## config.mk

```make
export PLATFORM = sky130hd
export DESIGN_NAME = led_matrix_scan
export DESIGN_NICKNAME = d
export VERILOG_FILES = /design/src/rtl/led_matrix_scan.sv
export SDC_FILE = /design/constraint.sdc
export NUM_CORES = 1
export LEC_CHECK = 0
export CORE_UTILIZATION = 55
export DETAILED_ROUTE_END_ITERATION = 7
export PLACE_DENSITY = 0.73
export SYNTH_ARGS = -nofsm -noshare
export SYNTH_HDL_FRONTEND = slang
export SYNTH_SLANG_ARGS = --single-unit
export TNS_END_PERCENT = 10
```

## constraint.sdc

```tcl
create_clock -name clk -period 8.54 [get_ports clk]
set_clock_uncertainty 0.05 [all_clocks]
set_input_delay 2.135 -clock clk [delete_from_list [all_inputs] [get_ports clk]]
set_output_delay 2.135 -clock clk [all_outputs]
set_load 0.05 [all_outputs]
```

## src/rtl/led_matrix_scan.sv

```systemverilog
// 8x8 row-scanned LED matrix driver with a double-buffered frame memory.
// The back buffer becomes the front only at a frame boundary, so a frame never tears.
module led_matrix_scan #(
    parameter int CLK_FREQ     = 12_000_000,
    parameter int SCAN_FREQ    = 1000,
    parameter int ROWS         = 8,
    parameter int COLS         = 8,
    parameter int BLANK_CYCLES = 64
) (
    input  logic       clk,
    input  logic       rst,
    input  logic       wr_en,
    input  logic [2:0] wr_row,
    input  logic [7:0] wr_data,
    output logic       wr_ready,
    input  logic       frame_swap,
    output logic       swap_done,
    output logic       frame_start,
    output logic [7:0] row_out,
    output logic [7:0] col_out
);

    localparam int ROW_CNT = CLK_FREQ / SCAN_FREQ / ROWS - 1;
    localparam int CNT_W   = (ROW_CNT < 1) ? 1 : $clog2(ROW_CNT + 1);
    localparam logic [CNT_W-1:0] CNT_LAST   = CNT_W'(ROW_CNT);
    localparam logic [CNT_W-1:0] BLANK_LAST = CNT_W'(BLANK_CYCLES - 1);

    typedef enum logic {
        BLANK = 1'b0,
        DRIVE = 1'b1
    } state_t;

    state_t           state;
    logic [CNT_W-1:0] cnt;
    logic [2:0]       row;
    logic             front_sel;
    logic             pending;
    logic [COLS-1:0]  mem [2][ROWS];

    logic wrap;
    logic boundary;

    assign wrap     = (cnt == CNT_LAST);
    // Edge that processes count 0 of row 0: outputs enter row 0's slot here.
    assign boundary = (cnt == '0) && (row == '0);

    always_ff @(posedge clk or posedge rst) begin
        if (rst) begin
            state       <= BLANK;
            cnt         <= '0;
            row         <= '0;
            front_sel   <= 1'b0;
            pending     <= 1'b0;
            wr_ready    <= 1'b1;
            swap_done   <= 1'b0;
            frame_start <= 1'b0;
            row_out     <= '1;
            col_out     <= '0;
            for (int unsigned b = 0; b < 2; b++) begin
                for (int unsigned r = 0; r < ROWS; r++) begin
                    mem[b][r] <= '0;
                end
            end
        end else begin
            cnt <= wrap ? '0 : cnt + 1'b1;
            if (wrap) begin
                row <= row + 1'b1;
            end

            // state tracks the current count: DRIVE iff cnt >= BLANK_CYCLES
            case (state)
                BLANK:   if (cnt == BLANK_LAST) state <= DRIVE;
                DRIVE:   if (wrap) state <= BLANK;
                default: state <= BLANK;
            endcase

            if (state == DRIVE) begin
                row_out <= ~(8'h01 << row);
                col_out <= mem[front_sel][row];
            end else begin
                row_out <= '1;
                col_out <= '0;
            end

            frame_start <= boundary;
            swap_done   <= 1'b0;

            if (wr_en && wr_ready) begin
                mem[~front_sel][wr_row] <= wr_data;
            end

            // A request arriving on the boundary edge only arms; it applies one frame later.
            if (pending) begin
                if (boundary) begin
                    pending   <= 1'b0;
                    wr_ready  <= 1'b1;
                    front_sel <= ~front_sel;
                    swap_done <= 1'b1;
                end
            end else if (frame_swap) begin
                pending  <= 1'b1;
                wr_ready <= 1'b0;
            end
        end
    end

endmodule

```

== After elaboration in Yosys (flattened, before gate mapping) ==
Cells that the tools add are included.

* Register bits after elaboration: 164
* Bits in latches: 0
* RAM bits: 0
* Memory bits (read-only): 0
* Input bits: 15
* Output and inout bits: 19
* Logic and storage cells: 79
* Memories kept: 0

* Add/subtract/negate cells: 2
* Multiply operators: 0
* Div/mod/pow operators: 0
* Order comparisons: 6
* Eq/ne operators: 3
* Shifts and indexed selects: 1
* Multiplexer cells: 25
* Bitwise logic cells: 7
* Reductions and logical operators: 9

{| class="wikitable"
|+ Operators with widths
! operator !! number
|-
| 64-bit 2-to-1 mux || 4
|-
| 128-bit bitwise mux || 1
|-
| 64-bit demux with 1-bit select || 1
|-
| 8-bit 2-to-1 mux || 5
|-
| 8-bit binary-select mux with 3-bit select || 1
|-
| 8-bit demux with 3-bit select || 1
|-
| 11-bit by 1-bit adder with 11-bit output, second input constant || 1
|-
| 11-bit equality test, second input constant || 1
|-
| 11-bit by 6-bit equality test with 1-bit output, second input constant || 1
|-
| 11-bit zero test || 1
|-
| 11-bit 2-to-1 mux || 1
|-
| 1-bit 2-to-1 mux || 10
|-
| 4-bit >= comparator, second input constant || 2
|-
| 3-bit NOT with 4-bit output || 2
|-
| 8-bit NOT || 1
|-
| 1-bit by 3-bit << shifter with 8-bit output, first input constant || 1
|-
| 2-bit >= comparator, second input constant || 2
|-
| 1-bit logical AND || 4
|-
| 4-bit by 1-bit < comparator with 1-bit output, second input constant || 1
|-
| 1-bit NOT with 2-bit output || 2
|-
| 2-bit AND reduction || 2
|-
| 3-bit by 1-bit adder with 3-bit output, second input constant || 1
|-
| 3-bit zero test || 1
|-
| 2-bit by 1-bit < comparator with 1-bit output, second input constant || 1
|-
| 4 further kinds || 5
|}

== Depth between registers and ports, before layout ==
* Word-level depth: 8
* Mapped depth: 9
* Depth with buffers taken out: 6

== Worst setup path before layout ==
No wires, ideal clock.

* Path kind: input to register
* Start point: input port wr_row[0]
* End point: register mem[24] in the netlist's numbering
* Setup time: 0.125 ns
* Data arrival time: 3.194 ns
* Path slack: 5.171 ns
* Stages on the path: 4
* Buffers on the path: 1
* Path through: nand2b_1 -> or4_1 -> buf_6 -> mux2_4

* Cells in the longest elaborated chain, start to end: 8

{| class="wikitable"
|+ RTL lines
! what !! line !! RTL
|-
| start, declared || 13 || <nowiki>input logic [2:0] wr_row,</nowiki>
|-
| 3-bit NOT with 4-bit output (*) || 89 || <nowiki>mem[~front_sel][wr_row] <= wr_data;</nowiki>
|-
| 4-bit >= comparator (not written as such) / 4-bit by 1-bit < comparator with 1-bit output (equally long branches) || 89 ||
|-
| 1-bit logical AND (not written as such) || 89 ||
|-
| 8-bit 2-to-1 mux (not written as such) || 89 ||
|-
| 8-bit demux with 3-bit select (*) || 89 ||
|-
| 64-bit 2-to-1 mux (not written as such) (*) || 89 ||
|-
| 64-bit demux with 1-bit select (*) || 89 ||
|-
| 128-bit bitwise mux (*) || 89 ||
|-
| end signal, assigned by index || 89 ||
|-
| end, declared || 38 || <nowiki>logic [COLS-1:0] mem [2][ROWS];</nowiki>
|}

Every way passes the cells marked *; elsewhere a longest branch is shown, timed or not.
A chain may end at the register's enable or synchronous reset.

== Worst setup path after layout ==
* Start point: register wr_ready
* End point: output port wr_ready

{| class="wikitable"
|+ RTL lines
! what !! line !! RTL
|-
| start, declared || 15 || <nowiki>output logic wr_ready,</nowiki>
|-
| start signal, assigned || 54 || <nowiki>wr_ready <= 1'b1;</nowiki>
|-
| start signal, assigned || 96 || <nowiki>wr_ready <= 1'b1;</nowiki>
|-
| start signal, assigned || 102 || <nowiki>wr_ready <= 1'b0;</nowiki>
|}

No word-level cell between the ends.

==> results.cfg <==
[run_status]
status = finished clean

[synth]
seq_area_frac_synth_pct = 54.6
ys_warn_count = 0
syn_nets = 549
synth.avg_cell_area_um2 = 14.3
synth_cells = 526
yosys.area.top_type = dfrtp_1
syn_area_um2 = 7540
synth_area_leaders = dfrtp_1, mux2_2, mux2_4
synthTopCellsByCount = dfrtp_1, mux2_2, mux2i_1
synth.most_common_cell = dfrtp_1
ys_async_sr_fraction_pct = 100
synth_ff_type = dfrtp_1
yosysTopAreaCellShare_pct = 51.4
yosysUniqueCellTypes = 40
synth-edff-count = 0
ys_ff_latch = 164

[global_route]
antenna_found_initial = 0
grt_pass1_wl_mm = 26.1
track_usage_pct = 24.9
grt_max_degree = 92
grt_pass1_vias = 4550
grt_overflow_total = 0

[floorplan]
die_h_um = 119
initial_core_util_pct = 56.7
rows = 42
die_x_um = 119
num_io_pins = 34
die_area_um2 = 14200
core_um2 = 13300

[route]
drtAntennaViolNets = 0
vias = 4424
routed_wl_mm = 16.1
drt-vias-per-instance = 5.99
route.detailed.drc = 0
drtIter0Drc = 286
dr.pass1.iters = 5
post_drt_wl_per_cell_um = 21.7

[setup_path]
crit_required_ps = 6360
cp-end-kind = output port
rrSetupSlack_ps = 5820
startpoint_type = flop
worst-path-stages = 1
crit_type = flop to output port
rr_endpoint = front_sel
crit_arrival_ps = 1860
cp_top_family = buffers and inverters
reg2reg_depth = 6
max_stage_delay_ps = 830
setup.worst_path.start = wr_ready
worst_path_max_delay_cell = clkdlybuf4s50_1
cp_max_fo = 6
cp_cell_sequence = clkdlybuf4s50_1
crit-reg2reg-launch = row[0]
path_buf_inv = 1
crit_end = wr_ready

[worst_hold_path]
min_path_type = flop to flop

[timing]
hold_violations = 0
grt_setup_unrepaired = no
tightest_slew_ps = 1190
fmax_ghz = 0.247
slew_headroom_pct = 20.4
finalSetupViolations = 0
slew_viol_final = 0
period_needed_ps = 4050
finalCritPeriodShare_pct = 47.4
finalSetupTns_ps = 0

[placement]
hpwl_mm = 10.2
portBuffers = 33
gp_congestion = 0.868

[final_layout]
fill_cells = 976
post-route-util_pct = 64.3
drive_above_1_share_pct = 36.2
seqCellArea_um2 = 4120
nNetsFinal = 573
multi_input_area_um2 = 3220
areaGrowthSynthToFinish_pct = 13.3
antenna_cells = 0

[cts]
clockRootBuffer = clkbuf_16
insertion_delay_ps = 420
cts.sinks = 164
cts_hold_buffers = 0
cts_max_path_buffers = 2
clk_pin_slew_ps = 70
cts.htree.levels = 4
cts_tree = done
numCtsBuffers = 17
cts_setup_buffers = 0
ctsResizeCount = 0

[power]
vdd_ir_drop_max_v = 0.000147
powerDensity_nw_per_um2 = 218
p_leak_uw = 0.00398

[job]
drv_cap = 0
[stage by stage]
step | total power (µW) | hold slack (ps) | cells | instance area [µm²] | worst slack, ps
floorplan | 1040 | 420 | 526 | 7540 | 1940
global placement | 1080 | 433 | 707 | 7940 | 4300
detailed placement | 1090 | 441 | 707 | 7940 | 4250
CTS | 1870 | 458 | 739 | 8550 | 4490
global route | 1920 | 464 | 739 | 8550 | 4460
finish | 1860 | 454 | 739 | 8550 | 4490
[area by class of cell]
| cell class | instances | share of cell area, % |
|---|---|---|
| clock inverters | 13 | 1.82 |
| well taps | 176 | 2.58 |
| inverters | 7 | 0.366 |
| flip-flops and latches | 164 | 48.2 |
| multi-input cells | 324 | 37.6 |
| repair buffers | 36 | 4.13 |
| clock buffers | 19 | 5.30 |
[where the power goes]
part | leakage [µW] | internal (µW) | switching, µW
Combinational | 0.00152 | 103 | 73.0
Sequential | 0.00217 | 856 | 42.1
Clock | 0.000295 | 475 | 313
Total | 0.00398 | 1430 | 428
[worst min-delay path by stage]
stage / startpoint / end / slack [ps] / depth (start not counted)
after floorplan: pending / wr_ready / 420 / 2
after global placement: mem[126] / mem[126] / 430 / 1
after detailed placement: mem[51] / mem[51] / 440 / 1
after CTS: mem[71] / mem[71] / 460 / 1
after global routing: mem[9] / mem[9] / 460 / 1
final: mem[8] / mem[8] / 450 / 1
[flip-flops by register name (all words and copies together), names as in the netlist, 3 cells and up]
signal   flops
mem        128
row          3
col_out      8
row_out      8
cnt         11
[metal layers]
metal,wire length (µm),share of wire [%],global-route usage [%]
met4,255,1.6,8.39
met2,7800,49,38.4
met3,837,5.2,5.27
met1,7160,45,35.3
met5,0,0,0
[cells by family (layout without fill, tap and decap cells)]
family	Yosys count	after routing	share of synthesized area, %
muxes	176	176	29.8
adders and majority gates	8	8	1.33
DFF	164	164	54.6
and+or+nand+nor	94	94	7.00
buffers and inverters	38	75	2.75
AOI/OAI and AO/OA	35	35	3.25
xor gates and xnor gates	11	11	1.28
[cell usage in the layout, fill, tap and decap left out, types with 2 or more instances in the layout]
master / synthesis / final
or3_1: 2 / 2
mux2_2: 98 / 98
mux4_2: 17 / 17
a21oi_1: 6 / 6
nor2_2: 9 / 9
dfrtp_1: 155 / 154
inv_6: 0 / 3
clkdlybuf4s50_1: 0 / 33
clkbuf_16: 0 / 17
o211ai_1: 7 / 7
mux2_4: 30 / 30
clkinvlp_4: 0 / 3
nor4b_1: 2 / 2
nand3_1: 17 / 17
clkinv_2: 0 / 5
or4_1: 2 / 2
bufinv_16: 0 / 3
nand4_1: 5 / 5
mux2i_1: 31 / 31
xnor2_1: 4 / 4
clkbuf_8: 0 / 2
a2bb2oi_1: 2 / 2
dfstp_2: 9 / 9
buf_4: 3 / 3
xor2_1: 7 / 7
nor2_1: 16 / 16
nand2_1: 17 / 17
o21ai_0: 2 / 2
inv_1: 7 / 6
ha_1: 8 / 8
and4_1: 2 / 2
a22oi_1: 18 / 18
nor2b_1: 3 / 3
and3_1: 4 / 4
nor3_1: 2 / 2
nand2b_1: 4 / 4
and2_1: 2 / 2
(Power assumes the default switching activity.)
